File: config.mk
export PLATFORM = sky130hd
export DESIGN_NAME = bias_bank
export DESIGN_NICKNAME = d
export VERILOG_FILES = /design/src/rtl/bias_bank.sv
export SDC_FILE = /design/constraint.sdc
export NUM_CORES = 2
export LEC_CHECK = 0
export ABC_AREA = 0
export CORE_MARGIN = 10
export CORE_UTILIZATION = 55
export CTS_CLUSTER_SIZE = 25
export DETAILED_ROUTE_END_ITERATION = 8
export GPL_ROUTABILITY_DRIVEN = 0
export PLACE_DENSITY = 0.81
export SLEW_MARGIN = 20
export SYNTH_ARGS = -nofsm -noshare
export SYNTH_HDL_FRONTEND = slang
export SYNTH_SLANG_ARGS = --single-unit
File: constraint.sdc
create_clock -name clk -period 4.4 [get_ports clk]
set_input_delay 0.44 -clock clk [delete_from_list [all_inputs] [get_ports clk]]
set_output_delay 0.44 -clock clk [all_outputs]
set_load 0.01 [all_outputs]
File: src/rtl/bias_bank.sv
// bias_bank: register-file bias store that returns one N_ADDER_TREE-wide vector per accepted fetch.
// Defining BIAS_BANK_RDBACK_EN adds a registered single-word readback port (rb_addr/rb_data).

module bias_bank #(
    parameter int N_ADDER_TREE = 16,
    parameter int DATA_W       = 18,
    parameter int N_GROUPS     = 8,
    localparam int N_WORDS     = N_GROUPS * N_ADDER_TREE,
    localparam int AW          = (N_WORDS > 1) ? $clog2(N_WORDS) : 1,
    localparam int GW          = (N_GROUPS > 1) ? $clog2(N_GROUPS) : 1
) (
    input  logic                           clk,
    input  logic                           rst_n,
    input  logic                           ld_valid,
    input  logic [AW-1:0]                  ld_addr,
    input  logic [DATA_W-1:0]              ld_data,
    input  logic                           fetch_valid,
    input  logic [GW-1:0]                  fetch_group,
    output logic                           fetch_ready,
    output logic                           q_valid,
    input  logic                           q_ready,
    output logic [N_ADDER_TREE*DATA_W-1:0] q,
    output logic                           q_err
`ifdef BIAS_BANK_RDBACK_EN
    ,
    input  logic [AW-1:0]                  rb_addr,
    output logic [DATA_W-1:0]              rb_data
`endif
);
    localparam int LW = (N_ADDER_TREE > 1) ? $clog2(N_ADDER_TREE) : 1;

    typedef struct packed {
        logic                                   err;
        logic [N_ADDER_TREE-1:0][DATA_W-1:0]    vec;
    } rsp_t;

    logic [N_ADDER_TREE-1:0][N_GROUPS-1:0][DATA_W-1:0] all_words;

    logic          ld_ok;
    logic [GW-1:0] ld_grp;
    logic [LW-1:0] ld_lane;

    // Extra MSB keeps the range check correct when N_WORDS is an exact power of two.
    assign ld_ok   = {1'b0, ld_addr} < (AW+1)'(N_WORDS);
    assign ld_grp  = GW'(ld_addr / AW'(N_ADDER_TREE));
    assign ld_lane = LW'(ld_addr % AW'(N_ADDER_TREE));

    for (genvar l = 0; l < N_ADDER_TREE; l++) begin : g_lane
        bias_bank_lane #(
            .DATA_W   (DATA_W),
            .N_GROUPS (N_GROUPS),
            .GW       (GW)
        ) u_lane (
            .clk     (clk),
            .rst_n   (rst_n),
            .wr_en   (ld_valid && ld_ok && (ld_lane == LW'(l))),
            .wr_grp  (ld_grp),
            .wr_data (ld_data),
            .words   (all_words[l])
        );
    end

    rsp_t fetch_rsp;
    rsp_t q_r;
    logic fetch_ok;
    logic accept;

    assign fetch_ok    = {1'b0, fetch_group} < (GW+1)'(N_GROUPS);
    assign fetch_ready = !q_valid || q_ready;
    assign accept      = fetch_valid && fetch_ready;

    // Reads the pre-edge storage, so a same-cycle load to this group is not visible yet.
    always_comb begin
        fetch_rsp     = '0;
        fetch_rsp.err = !fetch_ok;
        if (fetch_ok) begin
            for (int l = 0; l < N_ADDER_TREE; l++)
                fetch_rsp.vec[l] = all_words[l][fetch_group];
        end
    end

    always_ff @(posedge clk or negedge rst_n) begin
        if (!rst_n) begin
            q_r     <= '0;
            q_valid <= 1'b0;
        end else if (accept) begin
            q_r     <= fetch_rsp;
            q_valid <= 1'b1;
        end else if (q_ready) begin
            q_valid <= 1'b0;
        end
    end

    assign q     = q_r.vec;
    assign q_err = q_r.err;

`ifdef BIAS_BANK_RDBACK_EN
    logic          rb_ok;
    logic [GW-1:0] rb_grp;
    logic [LW-1:0] rb_lane;

    assign rb_ok   = {1'b0, rb_addr} < (AW+1)'(N_WORDS);
    assign rb_grp  = GW'(rb_addr / AW'(N_ADDER_TREE));
    assign rb_lane = LW'(rb_addr % AW'(N_ADDER_TREE));

    always_ff @(posedge clk or negedge rst_n) begin
        if (!rst_n)     rb_data <= '0;
        else if (rb_ok) rb_data <= all_words[rb_lane][rb_grp];
        else            rb_data <= '0;
    end
`else
    // Storage is observable only through the fetch path in this build.
`endif

endmodule

// One bias lane: N_GROUPS words, one per channel group, written by decoded strobe.
module bias_bank_lane #(
    parameter int DATA_W   = 18,
    parameter int N_GROUPS = 8,
    parameter int GW       = 3
) (
    input  logic                            clk,
    input  logic                            rst_n,
    input  logic                            wr_en,
    input  logic [GW-1:0]                   wr_grp,
    input  logic [DATA_W-1:0]               wr_data,
    output logic [N_GROUPS-1:0][DATA_W-1:0] words
);
    always_ff @(posedge clk or negedge rst_n) begin
        if (!rst_n) begin
            words <= '0;
        end else begin
            for (int g = 0; g < N_GROUPS; g++)
                if (wr_en && (wr_grp == GW'(g))) words[g] <= wr_data;
        end
    end
endmodule

==> flow_metrics.env <==
export IMPL_synthSimpleGateAreaFrac_pct=2.29
export IMPL_ys_ff_latch=2593
export IMPL_grt_pass1_wl_mm=500
export IMPL_cp_cell_sequence="nor2b_4 > inv_4 > clkdlybuf4s50_1"
export IMPL_syn_area_per_cell_sq_um=14.5
export IMPL_fmax_mhz=309
export IMPL_synthArstFlopShare_pct=100
export IMPL_layoutNonFillerInstCount=11204
export IMPL_synth_largest_area_cell="dfrtp_1"
export IMPL_synth_cells_most_frequent="dfrtp_1, mux2_2, mux2i_1, clkbuf_1"
export IMPL_syn_area_sq_um=117000
export IMPL_fin_crit_sh_pct=73.5
export IMPL_cp_slowest_cell="clkdlybuf4s50_1"
export IMPL_fin_nets=8216
export IMPL_total_power_mw=57.4
export IMPL_r2r_start="q_valid"
export IMPL_cp_arrival_ps=2800
export IMPL_numCtsBuffers=280
export IMPL_ios=324
export IMPL_synthMuxAreaShare_pct=33.0
export IMPL_via_per_inst=6.50
export IMPL_hp_start="ld_data[12]"
export IMPL_rsz0062_at_grt="no"
export IMPL_grt_max_degree=163
export IMPL_period_minus_slack_ps=3240
export IMPL_fin_tns_setup_ps=0
export IMPL_yosysMostFrequentCell="dfrtp_1"
export IMPL_drv_slew=0
export IMPL_cp_end_kind="output port"
export IMPL_start_util_pct=55.3
export IMPL_cpPeakStageDelay_ps=680
export IMPL_grt_ovfl_total=0
export IMPL_synth_edff_count=0
export IMPL_synth_main_ff_cell="dfrtp_1"
export IMPL_core_sq_um=212000
export IMPL_synth_compound_area_share_pct=6.32
export IMPL_vias=72797
export IMPL_min_path_type="in -> reg"
export IMPL_synth_cell_type_count=40
export IMPL_synth_nets=8130
export IMPL_wl_per_cell_um=29.8
export IMPL_clkLatencyLatePin_ps=960
export IMPL_drv_cap=0
export IMPL_synth_top_family_by_area="multiplexers"
export IMPL_cts_max_path_buffers=4
export IMPL_final_util_pct=62.3
export IMPL_hold_ws_ps=126
export IMPL_netlist_instances=8097
export IMPL_cts_root_buf="clkbuf_16"
export IMPL_dp_cells=10719
export IMPL_place_hpwl_mm=193
export IMPL_drive_above_1_share_pct=43.0
export IMPL_finalHoldViolations=0
export IMPL_ant_nets=0
export IMPL_fill_cells=15247
export IMPL_status="completed"
export IMPL_fin_skew_ps=71.5
export IMPL_rows=169
export IMPL_setup_viol_count_final=0
export IMPL_crit_start="q_valid"
export IMPL_antenna_found_initial=26
export IMPL_drt_first_iter_violations=6750
export IMPL_dr_pass1_iters=6
export IMPL_power_density_nw_per_um2=434
export IMPL_slew_headroom_pct=25.3
export IMPL_cts_resized=0
export IMPL_clkTransAtPathRegs_ps=60
export IMPL_htree_levels=5
export IMPL_die_h_um=482
export IMPL_totalWireLength_mm=334
export IMPL_synth_xor_xnor_area_share_pct=0
export IMPL_synth_top_area_share_pct=55.2
export IMPL_route_detailed_drc=0
export IMPL_path_class="reg -> out"
export IMPL_postCtsSetupBuffers=0
export IMPL_synth_fa_ha_area_share_pct=0
export IMPL_ir_drop_mv=0.471
export IMPL_startpoint_type="flip-flop"
export IMPL_leakagePower_nw=64.3
export IMPL_die_area_sq_um=232000
export IMPL_required_ps=3960
export IMPL_grt_pass1_vias=78091
export IMPL_die_x_um=482
export IMPL_tightest_slew_ps=1120
export IMPL_cts_tree="yes"
export IMPL_synthTopCellsByArea="dfrtp_1, mux2_2, mux2i_1"
export IMPL_crit_fanout=29
export IMPL_seq_area_frac_synth_pct=55.2
export IMPL_grt_usage_pct=28.2
export IMPL_area_growth_pct=12.5
export IMPL_io_buffers=322
export IMPL_cts_sinks=2593
export IMPL_yosysWarnings=0
==> cells by family (layout without fill, tap and decap cells) <==
family,count (synthesis),after routing
AO/OA/AOI/OAI,1076,1076
buffers and inverters,772,1049
flip-flops,2593,2593
multiplexers,3394,3394
other,1,10
AND/OR/NAND/NOR,261,261
==> worst paths after layout <==
path | end | slack, ps | cells past startpoint
worst max register to register | q[141] | 1840 | 5
worst max-delay path | fetch_ready | 1160 | 3
max in group asynchronous | g_lane[8].u_lane.words[48] | 2580 | 3
worst min register to register | g_lane[10].u_lane.words[68] | 490 | 1
min in group asynchronous | g_lane[4].u_lane.words[118] | 230 | 2
worst min-delay path | g_lane[11].u_lane.words[66] | 130 | 2
==> power breakdown <==
| part | internal, mW | switching [mW] | leakage (nW) |
|---|---|---|---|
| sequential | 25.9 | 1.36 | 35.0 |
| combinational | 3.34 | 3.59 | 24.9 |
| clock | 13.6 | 9.52 | 4.40 |
==> stage by stage <==
stage | worst slack [ps] | area, sq um
2_1_floorplan | 2330 | 117000
3_3_place_gp | 734 | 123000
3_5_place_dp | 736 | 123000
4_1_cts | 1100 | 132000
5_1_grt | 1050 | 132000
6_report | 1160 | 132000
==> final cells by class <==
type	instances	area, sq um	area share (%)
diodes	9	22.5	0.0170
flip-flops and latches	2593	64900	49.1
inverters	2	17.5	0.0133
clock inverters	74	803	0.608
multi-input cells	4732	49000	37.1
well taps	2821	3530	2.67
repair buffers	574	5830	4.41
clock buffers	399	8100	6.13
==> critical path, delay by kind of cell, from the launching register on <==
kind	cells	cell delay, ps
flops	1	380
simple gates	1	200
buf+inv	2	1280
==> metal layers <==
layer  wire length, um  GRT usage, %  vias to the layer above
met5               249         0.408                        -
met4             17000          13.1                       16
met3             24200          5.60                      805
met2            157000          45.1                     2830
met1            135000          37.1                    39168
li1                  -             -                    29978
==> cells in the final DEF (no fill, tap or decap), types with 4 or more instances in the layout <==
cell type,instances
clkdlybuf4s50_1,299
o21ai_0,212
nand2_4,4
nor2b_4,4
mux2_2,2554
o31ai_1,212
nand2b_1,62
a22oi_1,14
o22ai_1,212
nand3_1,25
a21boi_0,14
a31oi_1,62
clkbuf_8,50
nand2_1,15
inv_6,7
mux2i_1,604
mux2_4,160
clkinv_2,44
dfrtp_1,2593
a22o_1,212
clkbuf_16,287
a41o_1,14
clkinvlp_4,5
bufinv_16,14
clkbuf_1,62
mux2_1,14
nor3_4,80
mux4_2,62
buf_4,213
or3b_1,4
nand3_4,18
nor2_4,4
nand3_2,21
o22a_1,62
and3b_1,5
buf_12,55
diode_2,9
nand3b_1,5
a21oi_1,62
==> timing repair <==
| action | 4_1_cts | 5_1_grt |
|---|---|---|
| hold buffers | 2 | 0 |
| endpoints found under the setup margin | 0 | 0 |
| hold endpoints to repair | 82 | 0 |
==> flip-flops by register name (all words and copies together), names as in the netlist <==
name,count
g_lane.u_lane.words,2304
q,288
q_valid,1
Note: power is estimated with default switching activity, not from simulation.
